[src/rtl/calc_sequencer_if.sv]
// Key-event and display bundle between the keypad decoder, the calculator
// sequencer and the display driver.
interface calc_sequencer_if #(
  parameter int WIDTH = 14
);
  logic             btn_press;
  logic             is_num;
  logic             is_op;
  logic             is_eq;
  logic [3:0]       num_val;
  logic [1:0]       op_val;
  logic [WIDTH-1:0] disp_mag;
  logic             disp_neg;
  logic             err;
  logic [2:0]       state;
  logic             key_ack;

  modport master (
    output btn_press, is_num, is_op, is_eq, num_val, op_val,
    input  disp_mag, disp_neg, err, state, key_ack
  );

  modport slave (
    input  btn_press, is_num, is_op, is_eq, num_val, op_val,
    output disp_mag, disp_neg, err, state, key_ack
  );
endinterface

[src/rtl/calc_sequencer.sv]
// Calculator sequencer: builds decimal operands from key events, applies +,-(,*)
// and drives a sign-magnitude display value. Define CALC_MUL_EN to enable multiply.
module calc_sequencer #(
  parameter int WIDTH      = 14,
  parameter int MAX_DIGITS = 4
) (
  input  logic             clk,
  input  logic             rst,
  calc_sequencer_if.slave  bus
);

`ifdef CALC_MUL_EN
  localparam int EW = 2*WIDTH + 2;
`else
  localparam int EW = WIDTH + 2;
`endif
  localparam int CW = $clog2(MAX_DIGITS + 1);
  localparam logic signed [EW-1:0] LIM = EW'(10**MAX_DIGITS - 1);

  typedef enum logic [2:0] {
    S_A   = 3'd0,
    S_OP  = 3'd1,
    S_B   = 3'd2,
    S_RES = 3'd3,
    S_ERR = 3'd4
  } state_t;

  typedef logic signed [WIDTH:0]  val_t;
  typedef logic signed [EW-1:0]   ext_t;

  state_t           state_q, state_d;
  val_t             a_q, a_d, b_q, b_d, r_q, r_d;
  logic [CW-1:0]    cnt_q, cnt_d;
  logic [1:0]       op_q, op_d;
  logic             press_q;
  logic [WIDTH-1:0] mag_q, mag_d;
  logic             neg_q, neg_d, err_q, err_d, ack_q, ack_d;

  function automatic ext_t ext(input val_t v);
    return {{(EW-WIDTH-1){v[WIDTH]}}, v};
  endfunction

  function automatic logic fits(input ext_t v);
    return (v <= LIM) && (v >= -LIM);
  endfunction

  function automatic val_t append(input val_t x, input logic [3:0] d);
    return (x <<< 3) + (x <<< 1) + val_t'({{(WIDTH-3){1'b0}}, d});
  endfunction

  function automatic logic [WIDTH-1:0] mag_of(input val_t v);
    return WIDTH'(v[WIDTH] ? -v : v);
  endfunction

  logic evt, one_hot, op_legal, num_ok, op_ok, eq_ok, room;
  val_t dig;
  ext_t res;

  assign evt      = bus.btn_press & ~press_q;
  assign one_hot  = ({bus.is_num, bus.is_op, bus.is_eq} == 3'b100) ||
                    ({bus.is_num, bus.is_op, bus.is_eq} == 3'b010) ||
                    ({bus.is_num, bus.is_op, bus.is_eq} == 3'b001);
`ifdef CALC_MUL_EN
  assign op_legal = (bus.op_val != 2'd0);
`else
  assign op_legal = (bus.op_val == 2'd1) || (bus.op_val == 2'd2);
`endif
  assign num_ok   = evt & one_hot & bus.is_num & (bus.num_val <= 4'd9);
  assign op_ok    = evt & one_hot & bus.is_op & op_legal;
  assign eq_ok    = evt & one_hot & bus.is_eq;
  assign room     = (cnt_q < CW'(MAX_DIGITS));
  assign dig      = val_t'({{(WIDTH-3){1'b0}}, bus.num_val});

  // Full-precision result of the latched operation on A and B
  always_comb begin
    res = '0;
    case (op_q)
      2'd1:    res = ext(a_q) + ext(b_q);
      2'd2:    res = ext(a_q) - ext(b_q);
`ifdef CALC_MUL_EN
      2'd3:    res = ext(a_q) * ext(b_q);
`endif
      default: res = '0;
    endcase
  end

  always_comb begin
    val_t show;
    state_d = state_q;
    a_d     = a_q;
    b_d     = b_q;
    r_d     = r_q;
    cnt_d   = cnt_q;
    op_d    = op_q;
    ack_d   = 1'b0;
    case (state_q)
      S_A: begin
        if (num_ok && room) begin
          a_d   = append(a_q, bus.num_val);
          cnt_d = cnt_q + CW'(1);
          ack_d = 1'b1;
        end else if (op_ok) begin
          op_d    = bus.op_val;
          state_d = S_OP;
          ack_d   = 1'b1;
        end
      end
      S_OP: begin
        if (num_ok) begin
          b_d     = dig;
          cnt_d   = CW'(1);
          state_d = S_B;
          ack_d   = 1'b1;
        end else if (op_ok) begin
          op_d  = bus.op_val;
          ack_d = 1'b1;
        end
      end
      S_B: begin
        if (num_ok && room) begin
          b_d   = append(b_q, bus.num_val);
          cnt_d = cnt_q + CW'(1);
          ack_d = 1'b1;
        end else if (op_ok || eq_ok) begin
          ack_d = 1'b1;
          if (!fits(res)) begin
            state_d = S_ERR;
          end else if (eq_ok) begin
            r_d     = val_t'(res);
            state_d = S_RES;
          end else begin
            // Chaining: the result becomes the next left operand
            r_d     = val_t'(res);
            a_d     = val_t'(res);
            op_d    = bus.op_val;
            cnt_d   = '0;
            state_d = S_OP;
          end
        end
      end
      S_RES: begin
        if (num_ok) begin
          a_d     = dig;
          cnt_d   = CW'(1);
          state_d = S_A;
          ack_d   = 1'b1;
        end else if (op_ok) begin
          a_d     = r_q;
          op_d    = bus.op_val;
          state_d = S_OP;
          ack_d   = 1'b1;
        end
      end
      S_ERR: begin
        if (num_ok) begin
          a_d     = dig;
          cnt_d   = CW'(1);
          state_d = S_A;
          ack_d   = 1'b1;
        end
      end
      default: state_d = S_A;
    endcase

    case (state_d)
      S_A, S_OP: show = a_d;
      S_B:       show = b_d;
      S_RES:     show = r_d;
      default:   show = '0;
    endcase
    mag_d = mag_of(show);
    neg_d = show[WIDTH];
    err_d = (state_d == S_ERR);
  end

  always_ff @(posedge clk or negedge rst) begin
    if (!rst) begin
      state_q <= S_A;
      a_q     <= '0;
      b_q     <= '0;
      r_q     <= '0;
      cnt_q   <= '0;
      op_q    <= '0;
      press_q <= 1'b0;
      mag_q   <= '0;
      neg_q   <= 1'b0;
      err_q   <= 1'b0;
      ack_q   <= 1'b0;
    end else begin
      state_q <= state_d;
      a_q     <= a_d;
      b_q     <= b_d;
      r_q     <= r_d;
      cnt_q   <= cnt_d;
      op_q    <= op_d;
      press_q <= bus.btn_press;
      mag_q   <= mag_d;
      neg_q   <= neg_d;
      err_q   <= err_d;
      ack_q   <= ack_d;
    end
  end

  assign bus.disp_mag = mag_q;
  assign bus.disp_neg = neg_q;
  assign bus.err      = err_q;
  assign bus.state    = state_q;
  assign bus.key_ack  = ack_q;

endmodule

[src/flat_wrapper.sv]
// flat-port wrapper written by rule: the top's interface ports become plain ports
module calc_sequencer_flat 
#(
  parameter int WIDTH      = 14,
  parameter int MAX_DIGITS = 4
)
  (clk, rst, bus_btn_press, bus_is_num, bus_is_op, bus_is_eq, bus_num_val, bus_op_val, bus_disp_mag, bus_disp_neg, bus_err, bus_state, bus_key_ack);
  calc_sequencer_if #(.WIDTH(WIDTH)) bus_i ();
  input  logic clk;
  input  logic rst;
  input wire logic [$bits(bus_i.btn_press)-1:0] bus_btn_press;
  input wire logic [$bits(bus_i.is_num)-1:0] bus_is_num;
  input wire logic [$bits(bus_i.is_op)-1:0] bus_is_op;
  input wire logic [$bits(bus_i.is_eq)-1:0] bus_is_eq;
  input wire logic [$bits(bus_i.num_val)-1:0] bus_num_val;
  input wire logic [$bits(bus_i.op_val)-1:0] bus_op_val;
  output wire logic [$bits(bus_i.disp_mag)-1:0] bus_disp_mag;
  output wire logic [$bits(bus_i.disp_neg)-1:0] bus_disp_neg;
  output wire logic [$bits(bus_i.err)-1:0] bus_err;
  output wire logic [$bits(bus_i.state)-1:0] bus_state;
  output wire logic [$bits(bus_i.key_ack)-1:0] bus_key_ack;
  assign bus_i.btn_press = bus_btn_press;
  assign bus_i.is_num = bus_is_num;
  assign bus_i.is_op = bus_is_op;
  assign bus_i.is_eq = bus_is_eq;
  assign bus_i.num_val = bus_num_val;
  assign bus_i.op_val = bus_op_val;
  assign bus_disp_mag = bus_i.disp_mag;
  assign bus_disp_neg = bus_i.disp_neg;
  assign bus_err = bus_i.err;
  assign bus_state = bus_i.state;
  assign bus_key_ack = bus_i.key_ack;
  calc_sequencer #(.WIDTH(WIDTH), .MAX_DIGITS(MAX_DIGITS)) u_core (.clk(clk), .rst(rst), .bus(bus_i));
endmodule
[config.mk]
export PLATFORM = sky130hd
export DESIGN_NAME = calc_sequencer_flat
export DESIGN_NICKNAME = d
export VERILOG_FILES = /design/src/rtl/calc_sequencer_if.sv /design/src/rtl/calc_sequencer.sv /design/src/flat_wrapper.sv
export SDC_FILE = /design/constraint.sdc
export NUM_CORES = 1
export LEC_CHECK = 0
export CORE_ASPECT_RATIO = 0.75
export CORE_MARGIN = 5
export CORE_UTILIZATION = 45
export CTS_CLUSTER_SIZE = 12
export DETAILED_ROUTE_END_ITERATION = 6
export GPL_ROUTABILITY_DRIVEN = 0
export HOLD_SLACK_MARGIN = 0.1
export PLACE_DENSITY = 0.73
export SLEW_MARGIN = 20
export SYNTH_ARGS = -nofsm -noshare
export SYNTH_HDL_FRONTEND = slang
export SYNTH_SLANG_ARGS = --single-unit
[constraint.sdc]
create_clock -name clk -period 8.8 [get_ports clk]
set_input_delay 2.64 -clock clk [delete_from_list [all_inputs] [get_ports clk]]
set_output_delay 2.64 -clock clk [all_outputs]
set_load 0.02 [all_outputs]
==> results.sh, run 1 <==
export IMPL_hold_depth=2
export IMPL_synth_edff_count=0
export IMPL_postCtsHoldBufs=0
export IMPL_htreeDepth=3
export IMPL_grt_pass1_wl_mm=36.45
export IMPL_finalCriticalPeriod_ns=7.259
export IMPL_ant_nets=0
export IMPL_core_area_um2=15370
export IMPL_critPathCaptureType="register"
export IMPL_finalMaxSlewViolations=0
export IMPL_clock_sinks=71
export IMPL_grt_pass1_vias=6499
export IMPL_setup_tns_ns=0
export IMPL_drt_met1_wl_mm=10.30
export IMPL_numCtsBuffers=9
export IMPL_highest_layer="met4"
export IMPL_viasPerCell=6.615
export IMPL_synth_ff_type="dfrtp_1"
export IMPL_ys_warn_count=0
export IMPL_synth_xor_area_share_pct=6.023
export IMPL_cp_arrival_ns=7.47
export IMPL_syn_area_um2=7104
export IMPL_crit_top_cell="o21ai_0"
export IMPL_cts_tree="yes"
export IMPL_post_route_period_util_pct=82.49
export IMPL_timing_rr_end="u_core.bus.disp_mag[13]$_DFF_PN0_"
export IMPL_wl_met2_mm=9.179
export IMPL_synthSimpleGateAreaFrac_pct=19.37
export IMPL_slew_headroom_pct=28.93
export IMPL_skew_ns=0.01196
export IMPL_synth_compound_area_share_pct=28.90
export IMPL_ys_seq_elements=71
export IMPL_totalWireLength_mm=22.90
export IMPL_root_buffer="clkbuf_16"
export IMPL_slowest_stage="fa_1"
export IMPL_first_iter_violations=881
export IMPL_vias=7144
export IMPL_setup_viol=0
export IMPL_rsz0062_at_grt="no"
export IMPL_fill_cells=1449
export IMPL_path_max_fanout=5
export IMPL_power_density_nw_per_um2=185.4
export IMPL_syn_mean_instance_area_um2=8.309
export IMPL_hold_slack_ns=0.4894
export IMPL_crit_reg2reg_launch="u_core.op_q[0]$_DFFE_PN0P_"
export IMPL_syn_num_nets=939
export IMPL_cpPeakStageDelay_ns=0.64
export IMPL_synthTopCellsByArea="dfrtp_1 (25%), ha_1 (12%), a21oi_1 (4.9%), o21ai_0 (4.4%), nor2_1 (3.9%)"
export IMPL_r2r_slack_ns=1.63
export IMPL_cts_reportedPaths_clkPinSlew_ns=0.07
export IMPL_wl_met3_mm=2.726
export IMPL_drc=0
export IMPL_synth_top_family_by_area="compound AO/OA/AOI/OAI gates"
export IMPL_wl_per_cell_um=21.20
export IMPL_diodes=0
export IMPL_hold_end="u_core.op_q[1]$_DFFE_PN0P_"
export IMPL_grt_overflow=0
export IMPL_antenna_found_initial=0
export IMPL_crit_type="input port to register"
export IMPL_nNetsFinal=954
export IMPL_vdd_drop_max_mv=0.1127
export IMPL_portBuffers=31
export IMPL_register_area_um2=1777
export IMPL_ys_types=81
export IMPL_drive_gt1_share_pct=6.857
export IMPL_muxShareOfSynthArea_pct=3.329
export IMPL_cts_resized_gates=0
export IMPL_postCtsSetupRepairBufs=0
export IMPL_leakage_uw=0.003631
export IMPL_ys_async_sr_fraction_pct=100.0
export IMPL_r2r_cells=18
export IMPL_io_pins=32
export IMPL_cap_violations=0
export IMPL_clockBufferDepth=2
export IMPL_ys_seq_area_share_pct=25.01
export IMPL_crit_chain="clkdlybuf4s50_1 > fa_1 > inv_1 > fa_1 > nor2b_1 > o21ai_0 > a21boi_0 > o21ai_0 > a211oi_1 > nor3_1 > xor2_1 > o21ai_0 > and2_1 > a221o_1 > nor4_1 > a211oi_1 > or4b_1"
export IMPL_multi_input_area_um2=5036
export IMPL_syn_to_final_growth_pct=11.55
export IMPL_startpoint_type="input port"
export IMPL_tightest_slew_ns=1.062
export IMPL_die_area_um2=18430
export IMPL_hold_viol=0
export IMPL_grt_max_degree=72
export IMPL_hold_start="u_core.op_q[1]$_DFFE_PN0P_"
export IMPL_cp_required_ns=9.01
export IMPL_dpl_hpwl_mm=17.55
export IMPL_first_pass_iters=6
export IMPL_hp_class="register to register"
export IMPL_fmax_mhz=137.8
export IMPL_start_util_pct=46.22
export IMPL_synthAdderAreaFrac_pct=13.21
export IMPL_die_x_um=155.1
export IMPL_synth_cells=855
export IMPL_rows=39
export IMPL_outcome="finished, final reports clean"
export IMPL_synth_top_area_share_pct=25.01
export IMPL_yosys_area_top_type="dfrtp_1"
export IMPL_fp_dieH_um=118.8
export IMPL_grt_use_total_pct=24.64
export IMPL_clk_latency_ns=0.34
[placed cells by master, fill, tap and decap left out, types with 10 or more instances in the layout]
cell type	Yosys	layout
nor2_1	73	73
dfrtp_1	71	71
a21oi_1	69	68
ha_1	67	67
o21ai_0	63	63
nand2_1	63	63
inv_1	42	42
nor3_1	30	30
clkdlybuf4s50_1	0	30
xnor2_1	27	27
xor2_1	20	20
a211oi_1	16	16
o21a_1	15	15
and2_1	15	15
mux2_2	13	13
nand2b_1	12	12
a21o_1	12	12
a31oi_1	11	11
nor2b_1	10	10
a22oi_1	10	10
nand3_1	10	10
[Yosys cell counts, drive strengths merged, types with 11 or more instances]
| cell | instances |
|---|---|
| a31oi | 11 |
| ha | 67 |
| nand2b | 12 |
| a211oi | 18 |
| mux2 | 13 |
| nor2 | 73 |
| o21ai | 65 |
| a21o | 13 |
| inv | 42 |
| or3 | 11 |
| a21oi | 70 |
| dfrtp | 71 |
| nand2 | 63 |
| o21a | 15 |
| xor2 | 20 |
| and2 | 15 |
| nor3 | 30 |
| xnor2 | 28 |
| clkbuf | 26 |
[metal layers]
metal	vias up	GRT usage, %
li1	3253	-
met1	3332	38.00
met2	485	34.47
met3	74	5.366
met4	0	6.509
met5	-	0
[area by class of cell]
type	count	area share (%)
tap	205	3.237
inverter	42	1.989
sequential	71	22.42
clock inverter	7	1.516
clock buffer	9	2.842
timing repair buffer	37	4.452
multi-input combinational	709	63.55
[registers in the layout, indices dropped and copies added, names as in the netlist]
register,cells
u_core.bus.disp_neg,1
u_core.press_q,1
u_core.r_q,15
u_core.cnt_q,3
u_core.bus.disp_mag,14
u_core.bus.err,1
u_core.bus.key_ack,1
u_core.op_q,2
u_core.bus.state,3
u_core.a_q,15
u_core.b_q,15
[worst max path at each step]
| stage | from | to | cells past startpoint |
|---|---|---|---|
| after global placement | bus_num_val[3] | u_core.bus.disp_mag[13]$_DFF_PN0_ | 17 |
| after global routing | bus_is_op | u_core.bus.disp_mag[13]$_DFF_PN0_ | 12 |
| after CTS | bus_num_val[3] | u_core.bus.disp_mag[13]$_DFF_PN0_ | 17 |
| after detailed placement | bus_is_op | u_core.bus.disp_mag[13]$_DFF_PN0_ | 12 |
| after floorplan | bus_num_val[3] | u_core.bus.disp_mag[13]$_DFF_PN0_ | 16 |
| final | bus_num_val[3] | u_core.bus.disp_mag[13]$_DFF_PN0_ | 17 |
[cells by family after synthesis]
family	after synthesis
compound gates	300
simple gates	267
mux	22
buf+inv	75
fa+ha+maj	72
flops	71
xor+xnor	48
[through the flow]
stage	power, uW	area, um2	util, %	setup WS [ns]	instances
4_1_cts	1447	7921	51.53	1.623	1080
6_report	1469	7925	51.56	1.541	1080
3_3_place_gp	1008	7576	49.29	1.371	1064
2_1_floorplan	826.7	7104	-	2.544	855
3_5_place_dp	1014	7576	49.29	1.318	1064
5_1_grt	1543	7925	51.56	1.250	1080
[worst max-delay path, delay by kind of cell]
family | cells | cell delay (ns)
compound gates | 7 | 1.57
xor+xnor | 1 | 0.14
fa+ha+maj | 2 | 1.12
buf+inv | 2 | 0.65
simple gates | 5 | 1.34
[report_power, final]
| group | total [uW] | switching, uW | internal (uW) | leakage (uW) |
|---|---|---|---|---|
| registers | 396 | 43.9 | 352 | 0.000973 |
| clock network | 433 | 155 | 278 | 0.000166 |
| logic | 640 | 404 | 236 | 0.00249 |
| total | 1470 | 603 | 867 | 0.00363 |
No activity file was read; power rests on OpenSTA's default activity.
==> inputs of run 2 (changes only) <==
clock period = 7 ns   (was 8.8 ns; I/O delays follow)
==> run 2 against run 1 <==
Against the previous run:
- flip-flop and latch count did not move
- global-route usage is 0.063 points higher
- die area is the same
- final cell count rose by 1.6%
- sequential power rose by 27%
- via count grew 0.34%
==> results.sh, run 2 (synthesized netlist as in run 1, its figures left out) <==
export IMPL_outcome="finished, final reports clean"
export IMPL_crit_type="input port to register"
export IMPL_setup_ws_ns=0.3599
export IMPL_first_pass_iters=6
export IMPL_grt_use_total_pct=24.70
export IMPL_dpl_hpwl_mm=17.73
export IMPL_final_common_cell="nor2_1"
export IMPL_final_cell_area_um2=8048
export IMPL_setup_viol=0
export IMPL_nNetsFinal=971
export IMPL_slowest_stage="fa_1"
export IMPL_clk_latency_ns=0.34
export IMPL_cts_tree="yes"
export IMPL_rows=39
export IMPL_wl_per_cell_um=21.11
export IMPL_fmax_mhz=150.6
export IMPL_fill_cells=1458
export IMPL_postCtsHoldBufs=0
export IMPL_start_util_pct=46.22
export IMPL_setup_tns_ns=0
export IMPL_finalCriticalPeriod_ns=6.640
export IMPL_grt_pass1_vias=6503
export IMPL_critical_path_top_delay_family="compound AO/OA/AOI/OAI gates"
export IMPL_hp_class="register to register"
export IMPL_die_area_um2=18430
export IMPL_drc=0
export IMPL_crit_buf_inv=2
export IMPL_clockBufferDepth=2
export IMPL_power_density_nw_per_um2=228.4
export IMPL_syn_to_final_growth_pct=13.28
export IMPL_placed_area_um2=7716
export IMPL_crit_top_cell="o21ai_0"
export IMPL_crit_chain="clkdlybuf4s50_1 > fa_1 > inv_1 > fa_1 > nor2b_1 > o21ai_0 > a21boi_0 > o21ai_0 > a211oi_1 > nor3_1 > xor2_1 > o21ai_0 > and2_1 > a221o_1 > nor4_1 > a211oi_1 > or4b_1"
export IMPL_hold_viol=0
export IMPL_viasPerCell=6.534
export IMPL_mostFrequentLayoutCells="nor2_1 (73), dfrtp_1 (71), a21oi_1 (69)"
export IMPL_vdd_drop_max_mv=0.1615
export IMPL_rsz0062_at_grt="no"
export IMPL_tightest_slew_ns=0.9399
export IMPL_path_max_fanout=5
export IMPL_cts_resized_gates=0
export IMPL_ant_nets=0
export IMPL_cp_required_ns=7.21
export IMPL_clock_sinks=71
export IMPL_numCtsBuffers=9
export IMPL_cpPeakStageDelay_ns=0.66
export IMPL_final_core_util_pct=52.36
export IMPL_vias=7168
export IMPL_dp_slack_ns=0.1060
export IMPL_finalMaxSlewViolations=0
export IMPL_cap_violations=0
export IMPL_antenna_found_initial=1
export IMPL_totalWireLength_mm=23.16
export IMPL_skew_ns=0.01048
export IMPL_critPathCaptureType="register"
export IMPL_post_route_period_util_pct=94.86
export IMPL_htreeDepth=3
export IMPL_portBuffers=31
export IMPL_diodes=0
export IMPL_drive_gt1_share_pct=8.520
export IMPL_slew_headroom_pct=36.68
export IMPL_cts_reportedPaths_clkPinSlew_ns=0.06
export IMPL_grt_pass1_wl_mm=36.04
export IMPL_die_x_um=155.1
export IMPL_fp_dieH_um=118.8
export IMPL_io_pins=32
export IMPL_grt_overflow=0
export IMPL_cp_arrival_ns=6.85
export IMPL_root_buffer="clkbuf_16"
export IMPL_startpoint_type="input port"
export IMPL_core_area_um2=15370
export IMPL_top_regs="u_core.a_q: 15 flops, u_core.b_q: 15 flops, u_core.r_q: 15 flops"
export IMPL_leakage_uw=0.003705
export IMPL_first_iter_violations=1031
export IMPL_grt_max_degree=72
export IMPL_postCtsSetupRepairBufs=0
[run 2: cell count changes in the layout (fill, tap and decap cells not counted), sizes merged]
cell,before,now
clkbuf,9,10
buf,7,24
bufinv,3,2
clkinv,2,1
clkinvlp,1,2
[run 2: worst paths after layout]
kind                                                     end                        from  cells after the start  slack [ns]
setup / recovery           u_core.bus.disp_mag[13]$_DFF_PN0_              bus_num_val[3]                     17        0.36
hold / removal                    u_core.op_q[1]$_DFFE_PN0P_  u_core.op_q[1]$_DFFE_PN0P_                      2        0.50
setup reg to reg           u_core.bus.disp_mag[12]$_DFF_PN0_     u_core.b_q[1]$_DFF_PN0_                     21        0.42
hold reg to reg                   u_core.op_q[1]$_DFFE_PN0P_  u_core.op_q[1]$_DFFE_PN0P_                      2        0.50
max in group asynchronous            u_core.a_q[6]$_DFF_PN0_                         rst                      1        4.49
min in group asynchronous            u_core.r_q[3]$_DFF_PN0_                         rst                      1        1.89
[run 2: layer usage]
| metal | track usage, % | part of all wire (%) |
|---|---|---|
| met2 | 34.23 | 41 |
| met3 | 6.273 | 12 |
| met4 | 6.729 | 2.7 |
| met5 | 0 | 0.082 |
| met1 | 37.76 | 45 |
[run 2: through the flow]
step                power [uW]  hold WS [ns]  std cells
floorplan                 1039        0.4538        855
global placement          1285        0.4727       1081
detailed placement        1294        0.4813       1081
CTS                       1811        0.4926       1097
global route              1927        0.5119       1097
finish                    1838        0.4967       1097
[run 2: worst register-to-register path, stage by stage, from the launching register on]
cell,delay [ns]
dfrtp_1,0.49
nor3_1,0.55
nor3b_4,0.39
a21oi_1,0.13
xnor2_1,0.24
ha_1,0.36
a21oi_2,0.25
o21ai_0,0.14
or2_1,0.25
or4_1,0.56
o311ai_0,0.14
o2111ai_2,0.32
nand3_1,0.40
nand2_1,0.32
o311ai_1,0.57
a221o_1,0.39
inv_1,0.10
ha_1,0.29
inv_1,0.09
nor2_1,0.04
a41oi_1,0.26
xor2_1,0.21
[run 2: cell type report]
type	instances	area, um2	share of cell area (%)
clock buffers	10	239.0	2.970
clock inverters	6	92.59	1.150
flip-flops and latches	71	1777	22.08
multi-input cells	709	5032	62.53
well taps	205	256.5	3.187
repair buffers	54	493.0	6.126
inverters	42	157.7	1.959
[run 2: report_power, final]
| part | internal, uW | total [uW] | leakage, uW | switching [uW] |
|---|---|---|---|---|
| Combinational | 304 | 824 | 0.00258 | 520 |
| Sequential | 443 | 501 | 0.000973 | 58.1 |
| Clock | 324 | 513 | 0.000155 | 189 |
==> RTL edit: new RTL, settings of run 2 <==
`WIDTH` is set to 14 in 3 places; all go to 28.
--- a/src/rtl/calc_sequencer_if.sv
+++ b/src/rtl/calc_sequencer_if.sv
@@ -2,5 +2,5 @@
 // sequencer and the display driver.
 interface calc_sequencer_if #(
-  parameter int WIDTH = 14
+  parameter int WIDTH = 28
 );
   logic             btn_press;
--- a/src/rtl/calc_sequencer.sv
+++ b/src/rtl/calc_sequencer.sv
@@ -2,5 +2,5 @@
 // and drives a sign-magnitude display value. Define CALC_MUL_EN to enable multiply.
 module calc_sequencer #(
-  parameter int WIDTH      = 14,
+  parameter int WIDTH      = 28,
   parameter int MAX_DIGITS = 4
 ) (
--- a/src/flat_wrapper.sv
+++ b/src/flat_wrapper.sv
@@ -2,5 +2,5 @@
 module calc_sequencer_flat 
 #(
-  parameter int WIDTH      = 14,
+  parameter int WIDTH      = 28,
   parameter int MAX_DIGITS = 4
 )
Ports: changed (resized bus_disp_mag); port bits go from 32 to 46. No check against the original RTL was run, so the function may have changed too.
==> RTL edit against run 2 <==
  * The flow now finishes with violations (design-rule violations)
  * Clock power increased by 78%
  * Register-to-register slack lost 0.31 ns
  * Largest cell class unchanged
  * Power grew to 4.3 times the old value
  * Cell area rose by 120%
  * Worst setup slack lost 0.25 ns
  * Sequential cell count rose by 56
  * Largest power group unchanged
  * Area after synthesis is 91% higher
  * Critical endpoint unchanged
  * Synthesized cell count up 96%
  * Wire length grew 130%
  * Die area increased by 83%
==> RTL edit: results (changes against run 2) <==
Parameter                              Value

GRT
  Maximum number of pins on one net before global-route repair ... 50 (-31%)
  GR met3 Demand/Resource ... 0.141 (+0.0779)
  Number of global-route vias before repair ... 14,782 (+130%)
  Overall Global Routing Usage ... 0.304 (+0.0566)
  Met2 layer usage reported by global route ... 0.426 (+0.0832)
  First-pass GRT wire length ... 81,700 um (+130%)
  Number of antenna violations at the first check in global routing ... 0 (-1)
  M1 GR Usage ... 0.410 (+0.0320)

Yosys
  Most frequent cells after synthesis ... sky130_fd_sc_hd__nand2_1 (193), sky130_fd_sc_hd__ha_1 (137), sky130_fd_sc_hd__nor2_1 (136)
  Synth unique cells ... 105 (+30%)
  Number of standard cells after synthesis ... 1,679 (+96%)
  Top-count cell post-synth ... sky130_fd_sc_hd__nand2_1
  Cell types with the largest area share after synthesis ... sky130_fd_sc_hd__dfrtp_1 (23%), sky130_fd_sc_hd__ha_1 (13%), sky130_fd_sc_hd__nand2_1 (5.3%), sky130_fd_sc_hd__a21oi_1 (4.8%), sky130_fd_sc_hd__xnor2_1 (4.5%)

Critical path
  Crit. Startpoint ... u_core.b_q[1]
  Maximum fanout count along the critical path ... 6 (+1)
  R2r worst-path depth ... 27 (+29%)
  R2r setup slk ... 0.11 ns (-0.31 ns)
  R2r endpoint ... u_core.bus.disp_mag[13]
  Signal arrival time at the worst endpoint ... 7.21 ns (+0.36 ns)

Timing
  Remaining max-slew budget at the tightest pin ... 0.397 (+0.0300)
  Final worst clock skew ... 0.0117 ns (+0.00120 ns)
  Worst hold slack after final layout ... 0.514 ns (+0.0177 ns)
  Fmax achieved ... 145 MHz (-3.6%)

Place
  Placed Area ... 16,600 um^2 (+120%)
  DP Worst Slack ... -0.971 ns (-1.08 ns)

Pwr
  Lkg Pwr ... 8.54 nW (+130%)
  VDD IR-drop max ... 211 uV (+31%)

CTS
  Clock latency of the later-clocked register in the worst-skew pair ... 0.43 ns (+0.09 ns)
  TritonCTS buffer count ... 17 (+8)

Outcome
  Result of the run ... complete, but fails checks
  Violated checks ... design-rule violations

Drt
  Metal2 WL ... 21,200 um (+120%)
  Avg WL per Cell ... 22.3 um (+5.8%)
  Vias after detailed routing ... 15,709 (+120%)
  Routed met3 length ... 8320 um (+210%)
  DRC ... 132 (+132)
  Number of search-and-repair iterations in the first detailed-routing pass ... 7 (+1)

Finish
  Non-filler instance count after layout ... 2,416 (+120%)
  Layout cell share with drive strength beyond 1 ... 0.246 (+0.160)

Min path
  Hold EP ... u_core.cnt_q[0]
==> RTL edit: cell types whose count changed after synthesis, sizes merged, moves of 19 or more <==
cell / before / now
a21o: 13 / 32
a21oi: 70 / 140
clkbuf: 26 / 48
dfrtp: 71 / 127
ha: 67 / 137
nand2: 63 / 194
nand3: 10 / 33
nor2: 73 / 136
o21ai: 65 / 116
xnor2: 28 / 70
==> RTL edit: power by group through the flow <==
stage	Clock, mW	Combinational (mW)	Sequential, mW
finish	0.914	6.05	1.02
global route	0.949	6.38	1.02
CTS	0.915	5.49	0.998
detailed placement	0	5.41	1.01
global placement	0	5.27	1.01
floorplan	0	3.04	1.02
==> RTL edit: area by class of cell <==
| class | instances | area [um^2] |
|---|---|---|
| diodes | 1 | 2.50 |
| repair buffers | 375 | 2940 |
| inverters | 51 | 191 |
| multi-input cells | 1431 | 10400 |
| fillers | 2502 | 12200 |
| well taps | 399 | 499 |
| flip-flops and latches | 127 | 3180 |
| clock inverters | 15 | 174 |
| clock buffers | 17 | 425 |
==> RTL edit: logic make-up after synthesis <==
group,count (synthesis),share of synthesized area
compound gates,563,0.290
xor+xnor,107,0.0690
fa+ha+maj,142,0.134
buf+inv,122,0.0374
flops,127,0.234
mux,26,0.0204
simple gates,592,0.216
==> RTL edit: what timing repair did <==
item / CTS / global route
cloned: 0 / 1
buffers inserted: 2 / 9
gates resized for setup: 14 / 93
endpoints found under the setup margin: 17 / 27
pin swaps: 1 / 31
==> RTL edit: critical path, cell delays in order, from the launching register on <==
cell	delay, ns
sky130_fd_sc_hd__dfrtp_1	0.38
sky130_fd_sc_hd__buf_4	0.16
sky130_fd_sc_hd__nor4_2	0.22
sky130_fd_sc_hd__buf_4	0.19
sky130_fd_sc_hd__and3_2	0.23
sky130_fd_sc_hd__and3_1	0.23
sky130_fd_sc_hd__a21oi_1	0.10
sky130_fd_sc_hd__xnor2_1	0.13
sky130_fd_sc_hd__buf_4	0.16
sky130_fd_sc_hd__ha_2	0.39
sky130_fd_sc_hd__o21ai_1	0.10
sky130_fd_sc_hd__o211ai_1	0.30
sky130_fd_sc_hd__mux2_1	0.35
sky130_fd_sc_hd__a211o_1	0.27
sky130_fd_sc_hd__a21o_1	0.18
sky130_fd_sc_hd__nor4_1	0.27
sky130_fd_sc_hd__and4bb_2	0.31
sky130_fd_sc_hd__buf_4	0.13
sky130_fd_sc_hd__and4_2	0.32
sky130_fd_sc_hd__a21oi_2	0.07
sky130_fd_sc_hd__buf_4	0.17
sky130_fd_sc_hd__mux2i_1	0.12
sky130_fd_sc_hd__or3_1	0.46
sky130_fd_sc_hd__o2bb2ai_2	0.22
sky130_fd_sc_hd__buf_4	0.19
sky130_fd_sc_hd__or4_4	0.58
sky130_fd_sc_hd__o31a_1	0.28
sky130_fd_sc_hd__xnor2_1	0.25
